`config.mk`:
```
export PLATFORM = sky130hd
export DESIGN_NAME = sd_cmd_controller
export DESIGN_NICKNAME = d
export VERILOG_FILES = /design/src/rtl/sd_cmd_controller.sv
export SDC_FILE = /design/constraint.sdc
export NUM_CORES = 1
export LEC_CHECK = 0
export ABC_AREA = 0
export CAP_MARGIN = 10
export CORE_MARGIN = 3
export CORE_UTILIZATION = 40
export CTS_BUF_LIST = sky130_fd_sc_hd__clkbuf_16
export CTS_CLUSTER_DIAMETER = 40
export DETAILED_ROUTE_END_ITERATION = 10
export GPL_TIMING_DRIVEN = 0
export PLACE_DENSITY = 0.7
export SETUP_SLACK_MARGIN = 0.15
export SYNTH_ARGS = -nofsm -noshare
export SYNTH_HDL_FRONTEND = slang
export SYNTH_SLANG_ARGS = --single-unit
```
`constraint.sdc`:
```
create_clock -name iClock_host -period 10.5 [get_ports iClock_host]
set_input_delay 1.575 -clock iClock_host [delete_from_list [all_inputs] [get_ports iClock_host]]
set_output_delay 1.575 -clock iClock_host [all_outputs]
set_load 0.02 [all_outputs]
```
`src/rtl/sd_cmd_controller.sv`:
```
// sd_cmd_controller
//   SD host CMD-line controller. Takes a command index/argument from the host
//   register block, builds the 48-bit frame (start, transmission bit, index,
//   argument, CRC7, end bit), hands it to the CMD serializer over a
//   strobe/ack handshake and optionally collects and checks a short (48-bit)
//   or long (136-bit) response, with a programmable response timeout.
//
//   state     | meaning
//   ----------+--------------------------------------------------------------
//   IDLE      | waiting for iNew_command; oIdle_out high
//   SEND      | frame presented on oCmd_out with oStrobe_out until iAck_in
//   WAIT_RESP | waiting for iStrobe_in from the deserializer, timeout counting
//   CHECK     | one cycle to evaluate index / CRC7 / end bit of the response
//   DONE      | oCommand_complete pulse, then back to IDLE
//
// Ports
//   iClock_host, iReset        : clock, async active-high reset
//   iNew_command ... iTimeout_value : command request from the register block
//   oCmd_out, oStrobe_out, iAck_in  : command frame handshake towards the PHY
//   iCmd_in, iStrobe_in, oAck_out   : response handshake from the PHY
//   oResponse                  : captured response frame
//   oIdle_out, oCommand_complete    : status
//   oCommand_index_error, oCrc_error, oEnd_bit_error, oTimeout_error : errors

module sd_cmd_controller #(
  parameter int RESP_WIDTH    = 48,
  parameter int TIMEOUT_WIDTH = 16
) (
  input  logic                     iClock_host,
  input  logic                     iReset,
  input  logic                     iNew_command,
  input  logic [5:0]               iCmd_index,
  input  logic [31:0]              iCmd_argument,
  input  logic [1:0]               iResp_type,
  input  logic                     iTimeout_enable,
  input  logic [TIMEOUT_WIDTH-1:0] iTimeout_value,
  output logic [47:0]              oCmd_out,
  output logic                     oStrobe_out,
  input  logic                     iAck_in,
  input  logic [RESP_WIDTH-1:0]    iCmd_in,
  input  logic                     iStrobe_in,
  output logic                     oAck_out,
  output logic [RESP_WIDTH-1:0]    oResponse,
  output logic                     oIdle_out,
  output logic                     oCommand_complete,
  output logic                     oCommand_index_error,
  output logic                     oCrc_error,
  output logic                     oEnd_bit_error,
  output logic                     oTimeout_error
);

  typedef enum logic [2:0] {
    S_IDLE,
    S_SEND,
    S_WAIT_RESP,
    S_CHECK,
    S_DONE
  } state_t;

  localparam logic [1:0] RESP_NONE  = 2'b00;
  localparam logic [1:0] RESP_SHORT = 2'b01;
  localparam logic [1:0] RESP_LONG  = 2'b11;
  localparam bit         LONG_EN    = (RESP_WIDTH >= 136);

  // CRC7, x^7 + x^3 + 1, zero seed, MSB first. Shorter fields are
  // zero-extended on the left: with a zero seed, leading zeros leave the
  // register at zero, so one 120-bit engine serves both the 40-bit command /
  // short-response field and the 120-bit long-response field.
  function automatic logic [6:0] crc7_120(input logic [119:0] data);
    logic [6:0] crc;
    logic       fb;
    crc = 7'h00;
    for (int i = 119; i >= 0; i--) begin
      fb  = data[i] ^ crc[6];
      crc = {crc[5:0], 1'b0};
      if (fb) crc = crc ^ 7'h09;
    end
    return crc;
  endfunction

  state_t                   state_q;
  logic [47:0]              cmd_q;
  logic                     strobe_q;
  logic                     ack_q;
  logic [RESP_WIDTH-1:0]    resp_q;
  logic                     idle_q;
  logic                     complete_q;
  logic                     idx_err_q;
  logic                     crc_err_q;
  logic                     end_err_q;
  logic                     to_err_q;
  logic [5:0]               idx_q;
  logic [1:0]               rtype_q;
  logic                     tout_en_q;
  logic [TIMEOUT_WIDTH-1:0] tout_q;
  logic [TIMEOUT_WIDTH-1:0] cnt_q;

  logic [47:0] cmd_frame_d;
  logic [6:0]  crc_short_calc;
  logic [6:0]  crc_long_calc;
  logic        idx_err_d;
  logic        crc_err_d;
  logic        end_err_d;
  logic        timeout_hit;

  assign cmd_frame_d = {2'b01, iCmd_index, iCmd_argument,
                        crc7_120(120'({2'b01, iCmd_index, iCmd_argument})), 1'b1};

  assign crc_short_calc = crc7_120(120'(resp_q[47:8]));

  // The long CRC field only exists when the capture register is 136 bits wide.
  generate
    if (LONG_EN) begin : g_long
      assign crc_long_calc = crc7_120(resp_q[127:8]);
    end else begin : g_short_only
      assign crc_long_calc = 7'h00;
    end
  endgenerate

  always_comb begin
    idx_err_d = 1'b0;
    crc_err_d = 1'b0;
    end_err_d = ~resp_q[0];
    case (rtype_q)
      RESP_SHORT: begin
        idx_err_d = (resp_q[45:40] != idx_q);
        crc_err_d = (crc_short_calc != resp_q[7:1]);
      end
      RESP_LONG: begin
        // Narrow build: a long response degrades to an unchecked short one.
        if (LONG_EN) crc_err_d = (crc_long_calc != resp_q[7:1]);
      end
      default: ;
    endcase
  end

  // A zero timeout value fires on the first WAIT_RESP cycle instead of
  // wrapping to the full counter range.
  assign timeout_hit = tout_en_q &&
                       ((tout_q == '0) || (cnt_q == (tout_q - TIMEOUT_WIDTH'(1))));

  always_ff @(posedge iClock_host or posedge iReset) begin
    if (iReset) begin
      state_q    <= S_IDLE;
      cmd_q      <= '0;
      strobe_q   <= 1'b0;
      ack_q      <= 1'b0;
      resp_q     <= '0;
      idle_q     <= 1'b1;
      complete_q <= 1'b0;
      idx_err_q  <= 1'b0;
      crc_err_q  <= 1'b0;
      end_err_q  <= 1'b0;
      to_err_q   <= 1'b0;
      idx_q      <= '0;
      rtype_q    <= '0;
      tout_en_q  <= 1'b0;
      tout_q     <= '0;
      cnt_q      <= '0;
    end else begin
      ack_q      <= 1'b0;
      complete_q <= 1'b0;
      case (state_q)
        S_IDLE: begin
          if (iNew_command) begin
            idx_q     <= iCmd_index;
            rtype_q   <= iResp_type;
            tout_en_q <= iTimeout_enable;
            tout_q    <= iTimeout_value;
            cmd_q     <= cmd_frame_d;
            resp_q    <= '0;
            idx_err_q <= 1'b0;
            crc_err_q <= 1'b0;
            end_err_q <= 1'b0;
            to_err_q  <= 1'b0;
            strobe_q  <= 1'b1;
            idle_q    <= 1'b0;
            state_q   <= S_SEND;
          end
        end
        S_SEND: begin
          if (iAck_in) begin
            strobe_q <= 1'b0;
            if (rtype_q == RESP_NONE) begin
              complete_q <= 1'b1;
              state_q    <= S_DONE;
            end else begin
              cnt_q   <= '0;
              state_q <= S_WAIT_RESP;
            end
          end
        end
        S_WAIT_RESP: begin
          // A response in the same cycle as the timeout takes priority.
          if (iStrobe_in) begin
            resp_q  <= iCmd_in;
            ack_q   <= 1'b1;
            state_q <= S_CHECK;
          end else if (timeout_hit) begin
            to_err_q   <= 1'b1;
            complete_q <= 1'b1;
            state_q    <= S_DONE;
          end else if (tout_en_q) begin
            cnt_q <= cnt_q + TIMEOUT_WIDTH'(1);
          end
        end
        S_CHECK: begin
          idx_err_q  <= idx_err_d;
          crc_err_q  <= crc_err_d;
          end_err_q  <= end_err_d;
          complete_q <= 1'b1;
          state_q    <= S_DONE;
        end
        S_DONE: begin
          idle_q  <= 1'b1;
          state_q <= S_IDLE;
        end
        default: begin
          strobe_q <= 1'b0;
          idle_q   <= 1'b1;
          state_q  <= S_IDLE;
        end
      endcase
    end
  end

  assign oCmd_out             = cmd_q;
  assign oStrobe_out          = strobe_q;
  assign oAck_out             = ack_q;
  assign oResponse            = resp_q;
  assign oIdle_out            = idle_q;
  assign oCommand_complete    = complete_q;
  assign oCommand_index_error = idx_err_q;
  assign oCrc_error           = crc_err_q;
  assign oEnd_bit_error       = end_err_q;
  assign oTimeout_error       = to_err_q;

endmodule

```
==> results.yml, run 1 <==
cts:
  cts-hold-fix-buffers: 0
  cts_setup_buffers: 0
  cts_tree: "built"
  cts_root_buffer: "clkbuf_16"
  clk-insertion-delay-late_ns: 0.43
  ctsResizeCount: 0
  cts_max_level: 4
  clockBufferDepth: 2
  cts_sinks: 140
  numCtsBuffers: 17
  path_clk_slew_ns: 0.06
timing:
  worst_slack_ns: 6.266
  worstMarginPinSlew_ns: 0.7091
  period_share: 0.4032
  tns_ns: 0
  rsz0062_at_grt: "no"
  slew_headroom: 0.5273
  skew_ns: 0.01331
  fmax_mhz: 236.2
  slew_viol_final: 0
  hold_violations: 0
  setup_violations: 0
  holdWs_ns: 0.4785
  timing.final.crit_period_ns: 4.234
final_layout:
  antennaDiodeCount: 0
  nets: 1086
  n_fill_cell: 1705
  syn2layout_area_growth_pct: 39.64
  instances_no_fill: 1247
  layout-drive-gt1-share: 0.1125
placement:
  port_buffers: 212
  dp_cells: 1214
  dp_hpwl_mm: 16.15
  dp_slack_ns: 5.801
  gp_congestion: 0.8316
yosys:
  async_flop_share: 1.000
  yosysTopAreaCell: "dfrtp_1"
  synth_top_area_frac: 0.4487
  synth_area_leaders: "dfrtp_1, xnor2_1, mux2_2"
  syn_inst: 741
  seq_area_frac_synth: 0.4521
  yosysWarnings: 0
  synth_flop_cell: "dfrtp_1"
  syn-cell-area_sq_um: 7752
  synth-edff-count: 0
  synth_nets: 853
  synth.distinct_cells: 63
  ys_ff_latch: 140
  syn_area_per_cell_sq_um: 10.46
worst_setup_path:
  crit_path_cell_trace: "clkdlybuf4s50_1, xnor3_1, xor2_1, xnor3_1, xor2_1, xnor2_2, xnor2_1, xnor2_2, xnor2_1, mux2_2"
  end_kind: "flop"
  cp.required_ns: 10.81
  arrival_ns: 4.54
  setup.worst_path.start: "iCmd_argument[28]"
  critPathLaunchType: "input pin"
  critical_path.top_delay_family: "XOR/XNOR gates"
  path_buf_inv: 1
  timing.rr.start: "tout_q[0]"
  slowest_delay_ns: 0.52
  worstPathMaxFanout: 3
  crit_slowest_cell: "clkdlybuf4s50_1"
  path_class: "in2reg"
floorplanning:
  core-area_sq_um: 18890
  die-area_sq_um: 21090
  row_count: 50
  die_h_um: 145.2
  start_util: 0.4103
  boundaryPins: 214
  die_w_um: 145.2
power:
  internal_power_mw: 2.622
  netSwitchingFraction: 0.4141
  p_seq_frac: 0.212
  leakage_nw: 4.351
  total_power_mw: 4.476
  power_frac_clock: 0.136
  p_comb_frac: 0.652
  ir_drop_mv: 0.3630
  powerDensity_nw_per_um2: 413.4
  power.switching_mw: 1.853
detailed_routing:
  routedWlPerCell_um: 16.85
  drtAntennaViolNets: 0
  dr.pass1.iters: 5
  drt_wl_total_mm: 21.02
  drc: 0
  vias: 6102
  drt_iter0_markers: 344
  viasPerCell: 4.893
run:
  cap_violations: 0
global_route:
  track_usage: 0.2027
  antenna_found_initial: 0
  grt_pass1_vias: 6259
  grt_max_degree: 98
  grt_pass1_wl_mm: 34.11
  grt.overflow.total: 0
run_status:
  outcome: "completed"
hold_path:
  hold_path_startpoint: "oCommand_index_error"
  min_path_type: "reg2reg"
[stage by stage]
step	area, sq um	utilization
2_1_floorplan	7752	-
3_3_place_gp	10200	0.5399
3_5_place_dp	10230	0.5416
4_1_cts	10820	0.5727
5_1_grt	10830	0.5730
6_report	10830	0.5730
[synthesized netlist by cell type, drive strengths merged, types with 2 or more instances]
| library cell | n |
|---|---|
| or2 | 3 |
| a31oi | 2 |
| ha | 2 |
| nand2 | 115 |
| nor2b | 3 |
| mux2 | 57 |
| nand3b | 2 |
| o221ai | 2 |
| mux2i | 3 |
| clkbuf | 28 |
| a21boi | 2 |
| dfrtp | 139 |
| xor2 | 40 |
| a21oi | 25 |
| nand3 | 9 |
| or3 | 9 |
| xnor3 | 13 |
| nand4 | 9 |
| o31ai | 7 |
| nor2 | 21 |
| nor4 | 5 |
| buf | 7 |
| nor3b | 2 |
| or4 | 8 |
| and3 | 7 |
| and2 | 5 |
| o22ai | 2 |
| nor3 | 7 |
| o21ai | 69 |
| and4 | 3 |
| xor3 | 2 |
| nand2b | 5 |
| xnor2 | 103 |
| inv | 10 |
[final cells by class]
| type | count | area [sq um] | area share |
|---|---|---|---|
| clock inverters | 15 | 162.7 | 0.01503 |
| well taps | 260 | 325.3 | 0.03005 |
| inverters | 10 | 42.54 | 0.003930 |
| flip-flops and latches | 140 | 3505 | 0.3237 |
| plain buffers | 35 | 156.4 | 0.01445 |
| multi-input cells | 556 | 4054 | 0.3745 |
| repair buffers | 214 | 2155 | 0.1990 |
| clock buffers | 17 | 425.4 | 0.03930 |
[final timing paths]
path / endpoint / slack [ns] / cells past startpoint
max: oCmd_out[4] / 6.27 / 10
min: oCommand_index_error / 0.48 / 2
max reg2reg: cnt_q[15] / 7.22 / 12
min reg2reg: oCommand_index_error / 0.48 / 2
max in group asynchronous: oResponse[20] / 8.15 / 3
min in group asynchronous: oCmd_out[0] / 1.55 / 2
[worst min-delay path: cells and delay by family (launching register included)]
| kind | cells | cell delay (ns) |
|---|---|---|
| compound gates | 1 | 0.06 |
| simple gates | 1 | 0.05 |
| flops | 1 | 0.34 |
[power groups by stage]
stage	logic, mW	clock network (mW)	registers, mW
after floorplan	2.00	0	1.11
after global placement	2.89	0	0.953
after detailed placement	2.93	0	0.956
after CTS	2.94	0.618	0.951
after global routing	3.17	0.643	0.985
final	2.92	0.607	0.950
[flip-flops by register name, summed over array words and instances, names as in the netlist]
signal / flops
idx_q: 5
oCmd_out: 41
oCommand_index_error: 1
oAck_out: 1
oTimeout_error: 1
tout_en_q: 1
state_q: 3
oStrobe_out: 1
rtype_q: 2
oEnd_bit_error: 1
tout_q: 16
cnt_q: 16
oCommand_complete: 1
oIdle_out: 1
oCrc_error: 1
oResponse: 48
[cell families (layout without fill, tap and decap cells)]
group           after synthesis  count (layout)  share of synthesized area
other cells                   1               1                  0.0004837
xor+xnor                    158             158                     0.2074
mux                          60              60                    0.08667
compound gates              119             119                    0.08748
fa+ha+maj                     2               2                   0.003227
buf+inv                      45             291                    0.02502
simple gates                216             216                     0.1377
flops                       140             140                     0.4521
[layer usage]
layer / global-route usage / part of all wire
met5: 0 / 0
met4: 0.05128 / 0.013
met3: 0.06652 / 0.069
met2: 0.3211 / 0.48
met1: 0.2700 / 0.44
[cells in the final DEF, fill, tap and decap left out, types with 3 or more instances in the layout]
| cell | synthesis | routed |
|---|---|---|
| or4_1 | 7 | 7 |
| nor2b_1 | 3 | 3 |
| inv_1 | 10 | 10 |
| and2_1 | 4 | 4 |
| mux2_2 | 56 | 56 |
| mux2i_1 | 3 | 3 |
| nand2b_1 | 5 | 5 |
| buf_2 | 2 | 3 |
| dfrtp_1 | 139 | 139 |
| xnor2_1 | 101 | 101 |
| a21oi_1 | 25 | 25 |
| o31ai_1 | 7 | 7 |
| o21ai_0 | 58 | 58 |
| or2_2 | 3 | 3 |
| clkdlybuf4s50_1 | 0 | 212 |
| nand3_1 | 9 | 9 |
| xnor3_1 | 13 | 13 |
| clkbuf_16 | 0 | 17 |
| inv_6 | 0 | 7 |
| clkbuf_1 | 28 | 28 |
| nor3_1 | 6 | 6 |
| or3_1 | 9 | 9 |
| nor2_1 | 21 | 21 |
| nand4_1 | 9 | 9 |
| nor4_1 | 3 | 3 |
| and3_1 | 7 | 7 |
| nand2_1 | 115 | 115 |
| clkinv_4 | 0 | 3 |
| o21ai_1 | 11 | 11 |
| xor2_1 | 40 | 40 |
Note: power is estimated with default switching activity, not from simulation.
==> run 2, diff against run 1 <==
- clock period: 10.5 -> 4.4 ns (I/O delays scaled with it)
==> results.yml, run 2 (same netlist as run 1, synthesis figures left out) <==
run_status:
  outcome: "completed"
timing:
  period_share: 0.7584
  setup_violations: 0
  slew_headroom: 0.2036
  hold_violations: 0
  slew_viol_final: 0
  tns_ns: 0
  skew_ns: 0.01685
  worst_slack_ns: 1.063
  fmax_mhz: 299.7
  rsz0062_at_grt: "no"
  timing.final.crit_period_ns: 3.337
  holdWs_ns: 0.4870
  worstMarginPinSlew_ns: 1.192
worst_setup_path:
  critical_path.top_delay_family: "XOR/XNOR gates"
  arrival_ns: 3.64
  path_class: "in2reg"
  r2r_slack_ns: 1.12
  slowest_delay_ns: 0.52
  r2r-end: "cnt_q[4]"
  ff2ff_path_depth: 13
  timing.rr.start: "tout_q[0]"
  crit_slowest_cell: "clkdlybuf4s50_1"
  end_kind: "flop"
  crit_path_cell_trace: "clkdlybuf4s50_1, xnor3_1, xor2_1, xnor3_1, xor2_1, xnor2_2, xnor2_1, xnor2_2, xnor2_1, mux2_2"
  critPathLaunchType: "input pin"
  worstPathMaxFanout: 3
  cp.required_ns: 4.71
  path_buf_inv: 1
placement:
  placed_cell_area_sq_um: 10260
  dp_slack_ns: 0.6171
  port_buffers: 212
  gp_congestion: 0.7963
  dp_hpwl_mm: 16.51
  dp_cells: 1216
global_route:
  antenna_found_initial: 0
  grt_max_degree: 41
  grt_pass1_wl_mm: 34.28
  track_usage: 0.2028
  grt.overflow.total: 0
  grt_pass1_vias: 6343
final_layout:
  largest_reg_flops: 48
  n_fill_cell: 1699
  antennaDiodeCount: 0
  final_common_cell: "clkdlybuf4s50_1"
  design_area_sq_um: 10880
  nets: 1087
  instances_no_fill: 1248
  layout-drive-gt1-share: 0.1134
  syn2layout_area_growth_pct: 40.35
  final_cell_mix: "clkdlybuf4s50_1, dfrtp_1, nand2_1"
hold_path:
  min_to: "oCrc_error"
  hold_path_depth: 2
  min_path_type: "reg2reg"
  hold_path_startpoint: "oCrc_error"
cts:
  clk-insertion-delay-late_ns: 0.42
  cts_max_level: 4
  numCtsBuffers: 17
  path_clk_slew_ns: 0.06
  cts-hold-fix-buffers: 0
  ctsResizeCount: 0
  cts_tree: "built"
  cts_sinks: 140
  clockBufferDepth: 2
  cts_root_buffer: "clkbuf_16"
  cts_setup_buffers: 0
floorplanning:
  start_util: 0.4103
  die_h_um: 145.2
  die-area_sq_um: 21090
  core-area_sq_um: 18890
  row_count: 50
  boundaryPins: 214
  die_w_um: 145.2
detailed_routing:
  drtAntennaViolNets: 0
  viasPerCell: 4.910
  drc: 0
  dr.pass1.iters: 4
  drt_iter0_markers: 332
  vias: 6128
  routedWlPerCell_um: 17.08
  drt_wl_total_mm: 21.32
power:
  leakage_nw: 4.366
  powerDensity_nw_per_um2: 988.3
  ir_drop_mv: 1.059
run:
  cap_violations: 0
-- run 2: changes by cell type in the layout (fill, tap and decap cells not counted), sizes merged --
cell	change
inv	-3
buf	+1
clkinvlp	+2
bufinv	+1
-- run 2: power breakdown --
group | total, mW | switching (mW) | leakage, nW | internal [mW]
Combinational | 6.97 | 3.34 | 2.29 | 3.63
Sequential | 2.27 | 0.491 | 1.78 | 1.78
Clock | 1.51 | 0.603 | 0.295 | 0.903
Total | 10.8 | 4.44 | 4.37 | 6.32
-- run 2: how the worst max path moves through the flow --
stage / start / end / slack, ns / cells after the start
6_report: iCmd_argument[28] / oCmd_out[4] / 1.06 / 10
5_1_grt: tout_q[0] / cnt_q[6] / 0.73 / 13
4_1_cts: iCmd_argument[28] / oCmd_out[4] / 1.06 / 10
3_5_place_dp: iCmd_argument[28] / oCmd_out[4] / 0.62 / 10
3_3_place_gp: iReset / tout_q[14] / 0.64 / 2
2_1_floorplan: tout_q[0] / cnt_q[15] / 1.46 / 12
-- run 2: cell type report --
class	instances	area, sq um	share of cell area
plain buffers	35	156.4	0.01437
clock buffers	17	425.4	0.03910
clock inverters	15	191.4	0.01759
inverters	10	41.29	0.003795
multi-input cells	556	4054	0.3726
flip-flops and latches	140	3505	0.3221
well taps	260	325.3	0.02990
repair buffers	215	2182	0.2006
-- run 2: layer usage --
layer,global-route usage,vias to the layer above,wire (um)
li1,-,3012,-
met3,0.06090,14,1298
met2,0.3356,157,10400
met1,0.2644,2945,9364
met5,0,-,0
met4,0.04416,0,254
-- run 2: worst register-to-register path, delay by kind of cell, from the launching register on --
kind                     cells  cell delay [ns]
buffers and inverters        3             0.39
AO/OA/AOI/OAI                5             1.23
XOR/XNOR                     1             0.17
flip-flops                   1             0.46
AND/OR/NAND/NOR              3             0.72
adder cells (fa/ha/maj)      1             0.23
-- run 2: stage by stage --
step	utilization	total power, mW
floorplan	-	7.414
global placement	0.5401	9.169
detailed placement	0.5432	9.272
CTS	0.5759	10.83
global route	0.5759	11.53
finish	0.5759	10.75
